$ cat config.mk
export PLATFORM = sky130hd
export DESIGN_NAME = mc14500_wide
export DESIGN_NICKNAME = d
export VERILOG_FILES = /design/src/rtl/mc14500w_pkg.sv /design/src/rtl/mc14500w_stack.sv /design/src/rtl/mc14500_wide.sv
export SDC_FILE = /design/constraint.sdc
export NUM_CORES = 1
export LEC_CHECK = 0
export BUFFER_PORTS_ARGS = -buffer_cell sky130_fd_sc_hd__buf_2
export CORE_ASPECT_RATIO = 0.6
export CORE_MARGIN = 8
export CORE_UTILIZATION = 62
export DETAILED_ROUTE_END_ITERATION = 16
export PLACE_DENSITY = 0.86
export REMOVE_ABC_BUFFERS = 1
export SETUP_SLACK_MARGIN = 0.4
export SYNTH_ARGS = -nofsm -noshare
export SYNTH_HDL_FRONTEND = slang
export SYNTH_SLANG_ARGS = --single-unit
export TNS_END_PERCENT = 10
$ cat constraint.sdc
create_clock -name X2 -period 4.3 [get_ports X2]
set_input_delay 0.215 -clock X2 [delete_from_list [all_inputs] [get_ports X2]]
set_output_delay 0.215 -clock X2 [all_outputs]
set_load 0.1 [all_outputs]
$ cat src/rtl/mc14500w_pkg.sv
// Shared opcode encodings and sizing helper for the wide MC14500 control unit.
package mc14500w_pkg;

  localparam logic [3:0] OP_NOPO = 4'h0;
  localparam logic [3:0] OP_LD   = 4'h1;
  localparam logic [3:0] OP_LDC  = 4'h2;
  localparam logic [3:0] OP_AND  = 4'h3;
  localparam logic [3:0] OP_ANDC = 4'h4;
  localparam logic [3:0] OP_OR   = 4'h5;
  localparam logic [3:0] OP_ORC  = 4'h6;
  localparam logic [3:0] OP_XNOR = 4'h7;
  localparam logic [3:0] OP_STO  = 4'h8;
  localparam logic [3:0] OP_STOC = 4'h9;
  localparam logic [3:0] OP_IEN  = 4'hA;
  localparam logic [3:0] OP_OEN  = 4'hB;
  localparam logic [3:0] OP_JMP  = 4'hC;
  localparam logic [3:0] OP_RTN  = 4'hD;
  localparam logic [3:0] OP_SKZ  = 4'hE;
  localparam logic [3:0] OP_NOPF = 4'hF;

  // ceil(log2(n)), never less than 1 so a single-entry structure still gets a bit.
  function automatic int clog2_min1(input int n);
    int r;
    r = 1;
    for (int i = 1; i < 31; i++) begin
      if ((1 << i) < n) r = i + 1;
    end
    return r;
  endfunction

endpackage

$ cat src/rtl/mc14500w_stack.sv
// Circular return-address stack: push while full drops the oldest entry,
// pop while empty is reported; both raise err_pulse for one cycle.
module mc14500w_stack
  import mc14500w_pkg::*;
#(
  parameter int DEPTH = 4,
  parameter int W     = 8
) (
  input  logic         clk,
  input  logic         rst_n,
  input  logic         push,
  input  logic         pop,
  input  logic [W-1:0] din,
  output logic [W-1:0] dout,
  output logic         full,
  output logic         empty,
  output logic         err_pulse
);

  localparam int PW = clog2_min1(DEPTH);
  localparam int CW = clog2_min1(DEPTH + 1);

  logic [W-1:0]  r_mem [DEPTH];
  logic [PW-1:0] r_ptr;   // next slot to write
  logic [CW-1:0] r_cnt;
  logic [PW-1:0] w_top;
  logic [PW-1:0] w_ptr_inc;

  assign w_top     = (r_ptr == '0) ? PW'(DEPTH - 1) : r_ptr - 1'b1;
  assign w_ptr_inc = (r_ptr == PW'(DEPTH - 1)) ? '0 : r_ptr + 1'b1;
  assign dout      = r_mem[w_top];
  assign full      = (r_cnt == CW'(DEPTH));
  assign empty     = (r_cnt == '0);
  assign err_pulse = (push & full) | (pop & empty);

  always_ff @(posedge clk or negedge rst_n) begin
    if (!rst_n) begin
      r_ptr <= '0;
      r_cnt <= '0;
      for (int i = 0; i < DEPTH; i++) r_mem[i] <= '0;
    end else if (push) begin
      r_mem[r_ptr] <= din;
      r_ptr        <= w_ptr_inc;
      if (!full) r_cnt <= r_cnt + 1'b1;
    end else if (pop && !empty) begin
      r_ptr <= w_top;
      r_cnt <= r_cnt - 1'b1;
    end
  end

endmodule

$ cat src/rtl/mc14500_wide.sv
// WIDTH-bit MC14500-compatible control unit with internal PC, return stack,
// run enable and registered I/O strobes; one instruction per enabled cycle.
module mc14500_wide
  import mc14500w_pkg::*;
#(
  parameter int WIDTH       = 8,
  parameter int OPND_W      = 8,
  parameter int ADDR_W      = 4,
  parameter int STACK_DEPTH = 4
) (
  input  logic              X2,
  input  logic              RST_N,
  input  logic              EN,
  output logic [OPND_W-1:0] PROG_ADDR,
  input  logic [OPND_W+3:0] PROG_DATA,
  output logic [ADDR_W-1:0] IO_ADDR,
  input  logic [WIDTH-1:0]  DATA_IN,
  output logic [WIDTH-1:0]  DATA_OUT,
  output logic [ADDR_W-1:0] WR_ADDR,
  output logic              WRITE,
  output logic [WIDTH-1:0]  RR,
  output logic              FLAG_O,
  output logic              FLAG_F,
  output logic              JMP_O,
  output logic              RTN_O,
  output logic              STK_ERR
);

  logic [OPND_W-1:0] r_pc;
  logic [WIDTH-1:0]  r_rr;
  logic              r_ien;
  logic              r_oen;
  logic              r_skip;
  logic [WIDTH-1:0]  r_dout;
  logic [ADDR_W-1:0] r_wr_addr;
  logic              r_write;
  logic              r_flag_o;
  logic              r_flag_f;
  logic              r_jmp;
  logic              r_rtn;
  logic              r_stk_err;

  logic [3:0]        w_op;
  logic [OPND_W-1:0] w_opnd;
  logic [WIDTH-1:0]  w_d;
  logic              w_exec;
  logic [WIDTH-1:0]  w_rr_nxt;
  logic [WIDTH-1:0]  w_st_val;
  logic              w_store;
  logic              w_ld_ien;
  logic              w_ld_oen;
  logic              w_call;
  logic              w_ret;
  logic              w_skz;
  logic              w_nopo;
  logic              w_nopf;
  logic              w_push;
  logic              w_pop;
  logic [OPND_W-1:0] w_pc_inc;
  logic [OPND_W-1:0] w_pc_nxt;
  logic [OPND_W-1:0] w_stk_top;
  logic              w_stk_full;
  logic              w_stk_empty;
  logic              w_stk_err;

  assign w_op     = PROG_DATA[OPND_W+3:OPND_W];
  assign w_opnd   = PROG_DATA[OPND_W-1:0];
  assign IO_ADDR  = w_opnd[ADDR_W-1:0];
  assign w_d      = r_ien ? DATA_IN : '0;
  // A pending skip swallows exactly one enabled instruction.
  assign w_exec   = EN & ~r_skip;
  assign w_push   = w_exec & w_call;
  assign w_pop    = w_exec & w_ret;
  assign w_pc_inc = r_pc + 1'b1;

  always_comb begin
    w_rr_nxt = r_rr;
    w_st_val = r_rr;
    w_store  = 1'b0;
    w_ld_ien = 1'b0;
    w_ld_oen = 1'b0;
    w_call   = 1'b0;
    w_ret    = 1'b0;
    w_skz    = 1'b0;
    w_nopo   = 1'b0;
    w_nopf   = 1'b0;
    case (w_op)
      OP_NOPO: w_nopo = 1'b1;
      OP_LD:   w_rr_nxt = w_d;
      OP_LDC:  w_rr_nxt = ~w_d;
      OP_AND:  w_rr_nxt = r_rr & w_d;
      OP_ANDC: w_rr_nxt = r_rr & ~w_d;
      OP_OR:   w_rr_nxt = r_rr | w_d;
      OP_ORC:  w_rr_nxt = r_rr | ~w_d;
      OP_XNOR: w_rr_nxt = ~(r_rr ^ w_d);
      OP_STO:  w_store = 1'b1;
      OP_STOC: begin
        w_store  = 1'b1;
        w_st_val = ~r_rr;
      end
      OP_IEN:  w_ld_ien = 1'b1;
      OP_OEN:  w_ld_oen = 1'b1;
      OP_JMP:  w_call = 1'b1;
      OP_RTN:  w_ret = 1'b1;
      OP_SKZ:  w_skz = 1'b1;
      OP_NOPF: w_nopf = 1'b1;
      default: ;
    endcase
  end

  always_comb begin
    w_pc_nxt = w_pc_inc;
    if (w_push)     w_pc_nxt = w_opnd;
    else if (w_pop) w_pc_nxt = w_stk_empty ? '0 : w_stk_top;
  end

  mc14500w_stack #(
    .DEPTH (STACK_DEPTH),
    .W     (OPND_W)
  ) u_stack (
    .clk       (X2),
    .rst_n     (RST_N),
    .push      (w_push),
    .pop       (w_pop),
    .din       (w_pc_inc),
    .dout      (w_stk_top),
    .full      (w_stk_full),
    .empty     (w_stk_empty),
    .err_pulse (w_stk_err)
  );

  always_ff @(posedge X2 or negedge RST_N) begin
    if (!RST_N) begin
      r_pc      <= '0;
      r_rr      <= '0;
      r_ien     <= 1'b0;
      r_oen     <= 1'b0;
      r_skip    <= 1'b0;
      r_dout    <= '0;
      r_wr_addr <= '0;
      r_write   <= 1'b0;
      r_flag_o  <= 1'b0;
      r_flag_f  <= 1'b0;
      r_jmp     <= 1'b0;
      r_rtn     <= 1'b0;
      r_stk_err <= 1'b0;
    end else begin
      r_write  <= w_exec & w_store & r_oen;
      r_flag_o <= w_exec & w_nopo;
      r_flag_f <= w_exec & w_nopf;
      r_jmp    <= w_push;
      r_rtn    <= w_pop;
      if (w_stk_err) r_stk_err <= 1'b1;
      if (EN) begin
        r_pc   <= w_pc_nxt;
        r_skip <= w_exec & w_skz & (r_rr == '0);
      end
      if (w_exec) begin
        r_rr <= w_rr_nxt;
        if (w_ld_ien) r_ien <= DATA_IN[0];
        if (w_ld_oen) r_oen <= DATA_IN[0];
        if (w_store && r_oen) begin
          r_dout    <= w_st_val;
          r_wr_addr <= IO_ADDR;
        end
      end
    end
  end

  assign PROG_ADDR = r_pc;
  assign RR        = r_rr;
  assign DATA_OUT  = r_dout;
  assign WR_ADDR   = r_wr_addr;
  assign STK_ERR   = r_stk_err;
  // Pulses are held low for the whole of any stalled cycle.
  assign WRITE     = r_write & EN;
  assign FLAG_O    = r_flag_o & EN;
  assign FLAG_F    = r_flag_f & EN;
  assign JMP_O     = r_jmp & EN;
  assign RTN_O     = r_rtn & EN;

endmodule

# After elaboration in Yosys (flattened, before gate mapping)
# Cells that the tools add are included.
[word_totals] regBits=74 latch_bits=0 ramBits=0 rom_bits=0 input_bits=23 output_inout_bits=38 wordCells=116 mem_count=0
[classes] n_addsub=5 n_mul=0 div_mod_pow=0 n_lt_le_gt_ge=3 eq_ne=18 n_shift=0 n_mux=27 bitwise_logic=28 reduce_logical=16
[op_table] operator="2-to-1 mux 8 bit" n=8
[op_table] operator="one-hot mux 8 bit (7 select lines)" n=1
[op_table] operator="bitwise mux 32 bit" n=1
[op_table] operator="== test 4 bit, second input constant" n=8
[op_table] operator="NOT 8 bit" n=3
[op_table] operator="bitwise AND 1 bit" n=16
[op_table] operator="bitwise AND 8 bit" n=2
[op_table] operator="binary-select mux 8 bit (select 2 bit)" n=1
[op_table] operator="demux 8 bit (select 2 bit)" n=1
[op_table] operator="== test 4 x 3 -> 1 bit, second input constant" n=4
[op_table] operator="OR 8 bit" n=2
[op_table] operator="AND reduction 2 bit" n=5
[op_table] operator="2-to-1 mux 3 bit" n=3
[op_table] operator="adder 8 x 1 -> 8 bit, second input constant" n=1
[op_table] operator="== test 4 x 2 -> 1 bit, second input constant" n=2
[op_table] operator="logical NOT 8 bit" n=1
[op_table] operator="2-to-1 mux 1 bit" n=8
[op_table] operator="2-to-1 mux 2 bit" n=4
[op_table] operator="bitwise XOR 8 bit" n=1
[op_table] operator="nonzero test 7 bit" n=1
[op_table] operator="greater-or-equal comparator 3 bit, second input constant" n=2
[op_table] operator="NOT 2 -> 3 bit" n=2
[op_table] operator="== test 4 x 1 -> 1 bit, second input constant" n=1
[op_table] operator="logical NOT 4 bit" n=1
[op_table] operator="16 further kinds" n=18

# Depth between registers and ports, before layout
# Gate-level depths: netlist of run 1.
[logic_depth] ltp_word=9 depth_mapped=9 mapped_depth_nobuf=7

# Modules after synthesis
# A second synthesis of run 1 with hierarchy kept.
[unflattened] cells_unflattened=380 area_unflattened_um2=4096.4
[modules_own_cells] mod="mc14500_wide" instances=1 cells_each=253 area_per_inst_um2=2280.9 seq_area_each_um2=925.9
[modules_own_cells] mod="mc14500w_stack" instances=1 cells_each=127 area_per_inst_um2=1815.5 seq_area_each_um2=925.9

# Worst setup path after synthesis of run 1
# OpenSTA, ideal clock, no wires.
[synth_path] path_type="reg-to-reg" from="register r_pc[0], in the netlist PROG_ADDR[0]" to="register r_pc[4], in the netlist PROG_ADDR[4]" setup_time_ps=124 t_arrival_ps=2035 required_ps=4176 slack_ps=2141 stages_incl_launch_ff=7 n_path_buf=0 synth_period_minus_slack_ps=2159 path_cell_list="dfrtp_1 -> ha_1 -> nand3_1 -> xor2_1 -> nor2_1 -> a211oi_1 -> nor2_1"
[synth_between] elab_chain_cells=3
[synth_lines] item="from (decl)" line_no="mc14500_wide.sv:29" text="logic [OPND_W-1:0] r_pc;"
[synth_lines] item="from (signal assigned)" line_no="mc14500_wide.sv:155" text="r_pc <= w_pc_nxt;"
[synth_lines] item="adder 8 x 1 -> 8 bit" line_no="mc14500_wide.sv:74" text="assign w_pc_inc = r_pc + 1'b1;"
[synth_lines] item="2-to-1 mux 8 bit" line_no="mc14500_wide.sv:114" text="else if (w_pop) w_pc_nxt = w_stk_empty ? '0 : w_stk_top;"
[synth_lines] item="2-to-1 mux 8 bit" line_no="mc14500_wide.sv:113" text="if (w_push) w_pc_nxt = w_opnd;"
# Every way passes these cells.
# A chain may end at the register's enable or synchronous reset.

# Worst setup path in the final report of run 1
[layout_path] from="register u_stack.r_ptr[0]" to="register r_pc[0], in the netlist PROG_ADDR[0]"
[layout_between] elab_chain_cells=9 elab_cells_between_ends=10 classes_between="add/sub: 1; mux: 7; bitwise: 1; reduce/logical: 1"
[layout_lines] item="from (decl)" line_no="mc14500w_stack.sv:24" text="logic [PW-1:0] r_ptr;"
[layout_lines] item="from (signal assigned)" line_no="mc14500w_stack.sv:43" text="r_ptr <= w_ptr_inc;"
[layout_lines] item="from (signal assigned)" line_no="mc14500w_stack.sv:46" text="r_ptr <= w_top;"
[layout_lines] item="subtractor 2 x 1 -> 2 bit or logical NOT 2 bit (tied branches)" line_no="mc14500w_stack.sv:29" text="assign w_top = (r_ptr == '0) ? PW'(DEPTH - 1) : r_ptr - 1'b1;"
[layout_lines] item="2-to-1 mux 2 bit (*)" line_no="mc14500w_stack.sv:29"
[layout_lines] item="NOT 2 -> 3 bit (not written as such) (*)" line_no="mc14500w_stack.sv:31" text="assign dout = r_mem[w_top];"
[layout_lines] item="binary-select mux 8 bit (select 2 bit) (*)" line_no="mc14500w_stack.sv:31"
[layout_lines] item="2-to-1 mux 8 bit (not written as such) (*) (2 in a row)" line_no="mc14500w_stack.sv:31"
[layout_lines] item="2-to-1 mux 8 bit (*) (2 in a row)" line_no="mc14500_wide.sv:114"
[layout_lines] item="2-to-1 mux 8 bit (*)" line_no="mc14500_wide.sv:113"
# Mark *: on every way between the ends. The rest lies on a longest branch, timed or not. The select of a mux whose other input is x is not followed.

==> results.yml, run 1 <==
floorplan:
  die-area_sq_um: 9450
  row_count: 22
  initial_core_util_pct: 65.0
  die_w_um: 120
  io_pins: 61
  core_area_sq_um: 6220
  die_h_um: 78.6
yosys:
  synth_edf_count: 0
  synthFlopType: "dfrtp_1"
  syn_inst: 431
  ys_ff_latch: 74
  synth.most_common_cell: "dfrtp_1"
  avgSynthCellArea_sq_um: 9.38
  synth_common_cells: "74 x dfrtp_1, 68 x nand2_1, 35 x o21ai_0"
  synthDominantCellAreaShare_pct: 45.8
  synthTopCellsByArea: "dfrtp_1 46%, nand2_1 6.3%, o21ai_0 4.3%"
  yosysTopAreaCell: "dfrtp_1"
  seq_area_frac_synth_pct: 45.8
  synth_cell_types: 58
  synth_warnings: 0
  netlist_area_sq_um: 4040
  async_reset_ff_share_pct: 100
placement:
  dp_hpwl_mm: 7.20
  place.gp.congestion: 0.846
  dp_cells: 544
  port_buffers: 60
outcome:
  failed_checks: "negative hold slack"
  status: "finished with violations"
drt:
  drtAntennaViolNets: 0
  vias: 3495
  wirelength_mm: 10.5
  via_per_inst: 6.24
  wl_per_cell_um: 18.7
  first_pass_iters: 7
  drt_iter0_drc: 475
  route.detailed.drc: 0
timing:
  setup_viol: 0
  max_slew_margin_pct: 38.2
  worst_slew_pin_slew_ns: 0.927
  skew_ns: 0.00653
  maxSlewViolCount: 0
  post-route-min-period_ns: 2.65
  max_freq_mhz: 377
  rsz0062_at_grt: "no"
  hold_violations: 7
  holdWs_ns: -0.0199
  post-route-period-util_pct: 61.7
  setup_tns_ns: 0
grt:
  grt_pass1_wl_mm: 17.1
  antenna_found_initial: 0
  grt_usage_pct: 22.6
  grt_overflow: 0
  grt_start_max_net_pins: 75
  grt_pass1_vias: 3277
critical_path:
  crit_arrival_ns: 2.88
  critPathMaxFanout: 17
  worstSetupPathType: "flip-flop to flip-flop"
  reg2regPathDepth: 7
  start_kind: "flip-flop"
  cp-end-kind: "flip-flop"
  required_ns: 4.52
power_and_ir_drop:
  p_switching_uw: 1730
  ir_drop_uv: 405
  power.share.clock_pct: 18.5
  sw_frac_of_total_pct: 50.1
  power.density_nw_per_um2: 767
  power_frac_comb_pct: 47.4
  leakagePower_uw: 0.00209
  power.internal_uw: 1720
  power_uw: 3460
  seqPwrFrac_pct: 34.1
clock_tree:
  clkLatencyLatePin_ns: 0.35
  cts_setup_buffers: 0
  htree_levels: 3
  cts_max_path_buffers: 2
  cts_root_buf: "clkbuf_8"
  clk_pin_slew_ns: 0.08
  hold_buffers: 0
  cts.sinks: 74
  cts_made_buffers: 9
  cts_tree: "done"
  cts_resized: 0
cells_and_area:
  drive_above_1_share_pct: 22.5
  fin_nets: 500
  final-instance-count-excl-fill: 560
  syn_to_final_growth_pct: 11.4
  diodes: 0
min_path:
  hold_path.class: "input pin to async pin"
flow_run:
  drv_cap: 0
final timing paths:
kind                                  start           end  slack (ns)
setup / recovery           u_stack.r_ptr[0]  PROG_ADDR[0]        1.65
hold / removal                        RST_N         RR[0]       -0.02
setup reg to reg           u_stack.r_ptr[0]  PROG_ADDR[0]        1.65
hold reg to reg                     STK_ERR       STK_ERR        0.46
max in group asynchronous             RST_N   DATA_OUT[3]        3.70
min in group X2                PROG_DATA[0]    WR_ADDR[0]        0.10
cell usage in the layout, fill, tap and decap left out, drive strengths merged, types with 2 or more instances in the layout:
cell | Yosys | layout
a21oi | 22 | 22
mux2i | 17 | 17
ha | 5 | 5
o21ai | 48 | 48
dfrtp | 74 | 74
a221oi | 3 | 3
o221ai | 7 | 7
o211ai | 3 | 3
o32ai | 2 | 2
nor2 | 35 | 35
buf | 22 | 60
nand2 | 73 | 73
nand3 | 13 | 13
nor4 | 3 | 3
inv | 9 | 9
mux2 | 11 | 11
o31ai | 3 | 3
nand2b | 2 | 2
nor2b | 5 | 5
xor2 | 2 | 2
xnor2 | 14 | 14
bufinv | 0 | 3
a211oi | 6 | 6
o22ai | 5 | 5
a31oi | 7 | 7
nor3 | 10 | 10
clkbuf | 9 | 11
and2 | 7 | 7
power groups by stage:
| stage | sequential (uW) | combinational [uW] | clock, uW |
|---|---|---|---|
| CTS | 1170 | 1630 | 647 |
| floorplan | 1790 | 628 | 0 |
| finish | 1180 | 1640 | 641 |
| global placement | 1170 | 1560 | 0 |
| detailed placement | 1180 | 1620 | 0 |
| global route | 1210 | 1730 | 677 |
final cells by class:
type | count | area (sq um)
Tap cell | 84 | 105
Inverter | 9 | 36.3
Fill cell | 438 | 1720
Clock buffer | 11 | 131
Timing Repair Buffer | 60 | 303
Multi-Input combinational cell | 317 | 1970
Clock inverter | 5 | 103
Sequential cell | 74 | 1850
per-layer routing:
layer | wire (um) | global-route usage [%]
met1 | 4590 | 31.1
met2 | 4680 | 33.2
met3 | 1060 | 7.57
met4 | 170 | 6.44
met5 | 0 | 0
worst max-delay path: stages, from the launching register on:
cell      delay (ns)
dfrtp_1         0.75
inv_1           0.15
ha_1            0.28
and2b_1         0.53
mux2i_1         0.30
a21oi_1         0.10
a221oi_1        0.29
o22ai_1         0.12
state kept, by name, summed over array words and instances (netlist names), 2 cells and up:
signal / flops
u_stack.r_ptr: 2
u_stack.r_mem: 32
RR: 8
u_stack.r_cnt: 3
DATA_OUT: 8
WR_ADDR: 4
PROG_ADDR: 8
logic make-up after synthesis:
kind of cell | after synthesis | share of synthesized area [%]
buf+inv | 40 | 5.41
fa+ha+maj | 6 | 2.04
flops | 74 | 45.8
simple gates | 157 | 19.3
compound gates | 110 | 16.6
mux | 28 | 7.36
xor+xnor | 16 | 3.47
metrics by stage:
stage | utilization (%) | hold WS, ns | area (sq um) | setup WS, ns
after floorplan | - | -0.0806 | 3860 | 2.14
after global placement | 68.6 | 0.410 | 4270 | 1.94
after detailed placement | 68.6 | 0.407 | 4270 | 1.75
after CTS | 72.4 | 0.0261 | 4500 | 1.73
after global routing | 72.4 | 0.0641 | 4500 | 1.46
final | 72.4 | -0.0199 | 4500 | 1.65
Power figures use the tool's default switching activity.
==> run 2, diff against run 1 <==
Settings changed: CORE_UTILIZATION 62 to 52, PLACE_DENSITY 0.86 to 0.77.
Clock period 4.3 ns to 2.24 ns, I/O delays scaled along.
==> results.yml, run 2 (synthesis results as in run 1) <==
power_and_ir_drop:
  leakagePower_uw: 0.00218
  power.internal_uw: 3590
  sw_frac_of_total_pct: 48.5
  power_frac_comb_pct: 47.7
  power.density_nw_per_um2: 1470
  ir_drop_uv: 571
  power.share.clock_pct: 20.9
  p_switching_uw: 3380
  seqPwrFrac_pct: 31.5
timing:
  post-route-period-util_pct: 84.4
  setup_viol: 0
  post-route-min-period_ns: 1.89
  skew_ns: 0.00577
  maxSlewViolCount: 0
  max_slew_margin_pct: 36.5
  rsz0062_at_grt: "yes"
  hold_violations: 0
  setup_tns_ns: 0
  worst_slew_pin_slew_ns: 0.952
  max_freq_mhz: 529
grt:
  grt_pass1_vias: 3291
  grt_usage_pct: 19.8
  antenna_found_initial: 0
  grt_overflow: 0
  grt_pass1_wl_mm: 17.0
  grt_start_max_net_pins: 75
flow_run:
  drv_cap: 0
critical_path:
  critPathMaxFanout: 15
  cp_slowest_cell: "dfrtp_1"
  r2r_slack_ns: 0.35
  critPathBufInv: 1
  worstSetupPathType: "flip-flop to flip-flop"
  cp-end-kind: "flip-flop"
  cpPeakStageDelay_ns: 0.43
  cp_cell_sequence: "and4b_4 -> nand2_4 -> inv_4 -> nand2_2 -> mux2_2"
  path_delay_family: "simple AND/OR/NAND/NOR gates"
  required_ns: 2.46
  start_kind: "flip-flop"
  crit_arrival_ns: 2.11
drt:
  via_per_inst: 5.70
  first_pass_iters: 6
  wl_per_cell_um: 17.2
  drtAntennaViolNets: 0
  vias: 3413
  route.detailed.drc: 0
  drt_iter0_drc: 446
  wirelength_mm: 10.3
clock_tree:
  cts.sinks: 74
  cts_made_buffers: 9
  clkLatencyLatePin_ns: 0.34
  htree_levels: 3
  cts_max_path_buffers: 2
  cts_root_buf: "clkbuf_16"
  clk_pin_slew_ns: 0.06
  cts_tree: "done"
cells_and_area:
  layout_commonest_cell: "dfrtp_1"
  multiInputGateArea_sq_um: 1980
  diodes: 0
  syn_to_final_growth_pct: 16.9
  largest_register_ffs: 32
  n_fill_cell: 675
  fin_nets: 515
  final-instance-count-excl-fill: 599
  final_area_sq_um: 4730
  regArea_sq_um: 1850
  top_register: "u_stack.r_mem"
  drive_above_1_share_pct: 25.7
  final_cell_mix: "74 x dfrtp_1, 68 x nand2_1, 59 x buf_2"
placement:
  placed_cell_area_sq_um: 4360
  port_buffers: 60
  dp_cells: 576
  place.gp.congestion: 0.864
  dp_hpwl_mm: 7.21
floorplan:
  row_count: 25
  io_pins: 61
  initial_core_util_pct: 52.6
  die_w_um: 130
  die_h_um: 84.3
  core_area_sq_um: 7690
  die-area_sq_um: 10900
outcome:
  status: "finished clean"
min_path:
  hold_path.class: "input pin to flip-flop"
-- run 2: cell types whose count changed in the layout (fill, tap and decap cells not counted), moves of 2 or more --
cell	previous run	this run
buf_4	1	15
clkinvlp_4	1	3
clkbuf_1	2	0
clkbuf_8	9	1
bufinv_16	3	1
clkbuf_16	0	9
-- run 2: per-layer routing --
| metal | vias to the layer above | global-route usage, % | wire length, um | part of all wire [%] |
|---|---|---|---|---|
| li1 | 1619 | - | - | - |
| met1 | 1617 | 27.2 | 4750 | 46 |
| met5 | - | 0 | 0 | 0 |
| met3 | 15 | 4.74 | 762 | 7.4 |
| met2 | 162 | 29.5 | 4640 | 45 |
| met4 | 0 | 6.92 | 165 | 1.6 |
-- run 2: worst paths after layout --
path / from / end / cells after the start
min in group asynchronous: RST_N / RR[0] / 2
setup / recovery: r_skip / u_stack.r_mem[25] / 5
setup reg to reg: r_skip / u_stack.r_mem[25] / 5
hold reg to reg: u_stack.r_mem[2] / u_stack.r_mem[2] / 2
hold / removal: PROG_DATA[1] / WR_ADDR[1] / 3
max in group asynchronous: RST_N / DATA_OUT[4] / 2
-- run 2: power groups by stage --
stage | logic [uW] | clock network, uW | registers [uW]
CTS | 3230 | 1480 | 2180
global placement | 3110 | 0 | 2190
global route | 3550 | 1540 | 2250
finish | 3320 | 1450 | 2190
floorplan | 1210 | 0 | 3440
detailed placement | 3180 | 0 | 2190
-- run 2: area by class of cell --
type	instances	area share, %
Inverter	9	0.768
Sequential cell	74	39.2
Clock inverter	6	1.40
Tap cell	108	2.86
Clock buffer	10	5.06
Timing Repair Buffer	75	8.84
Multi-Input combinational cell	317	41.9
-- run 2: repair_timing --
action / 4_1_cts / 5_1_grt
hold buffers: 1 / 0
endpoints found under the hold margin: 74 / 0
resized for setup: 3 / 1
setup buffers: 2 / 4
setup endpoints to repair: 11 / 36
gates cloned: 0 / 0
pin swaps: 0 / 1
-- run 2: tightest hold or removal path: cells and delay by family --
kind,cells,cell delay (ns)
buf+inv,1,0.11
simple gates,2,0.10
-- run 2: through the flow --
step / power (uW) / utilization [%] / worst slack [ns] / hold slack [ns]
after CTS: 6890 / 61.0 / 0.377 / 0.00264
after global routing: 7340 / 61.4 / 0.278 / 0.0201
after floorplan: 4640 / - / 0.0812 / -0.184
after global placement: 5290 / 56.7 / 0.300 / 0.316
after detailed placement: 5370 / 56.7 / 0.196 / 0.318
final: 6960 / 61.4 / 0.349 / 0.0169
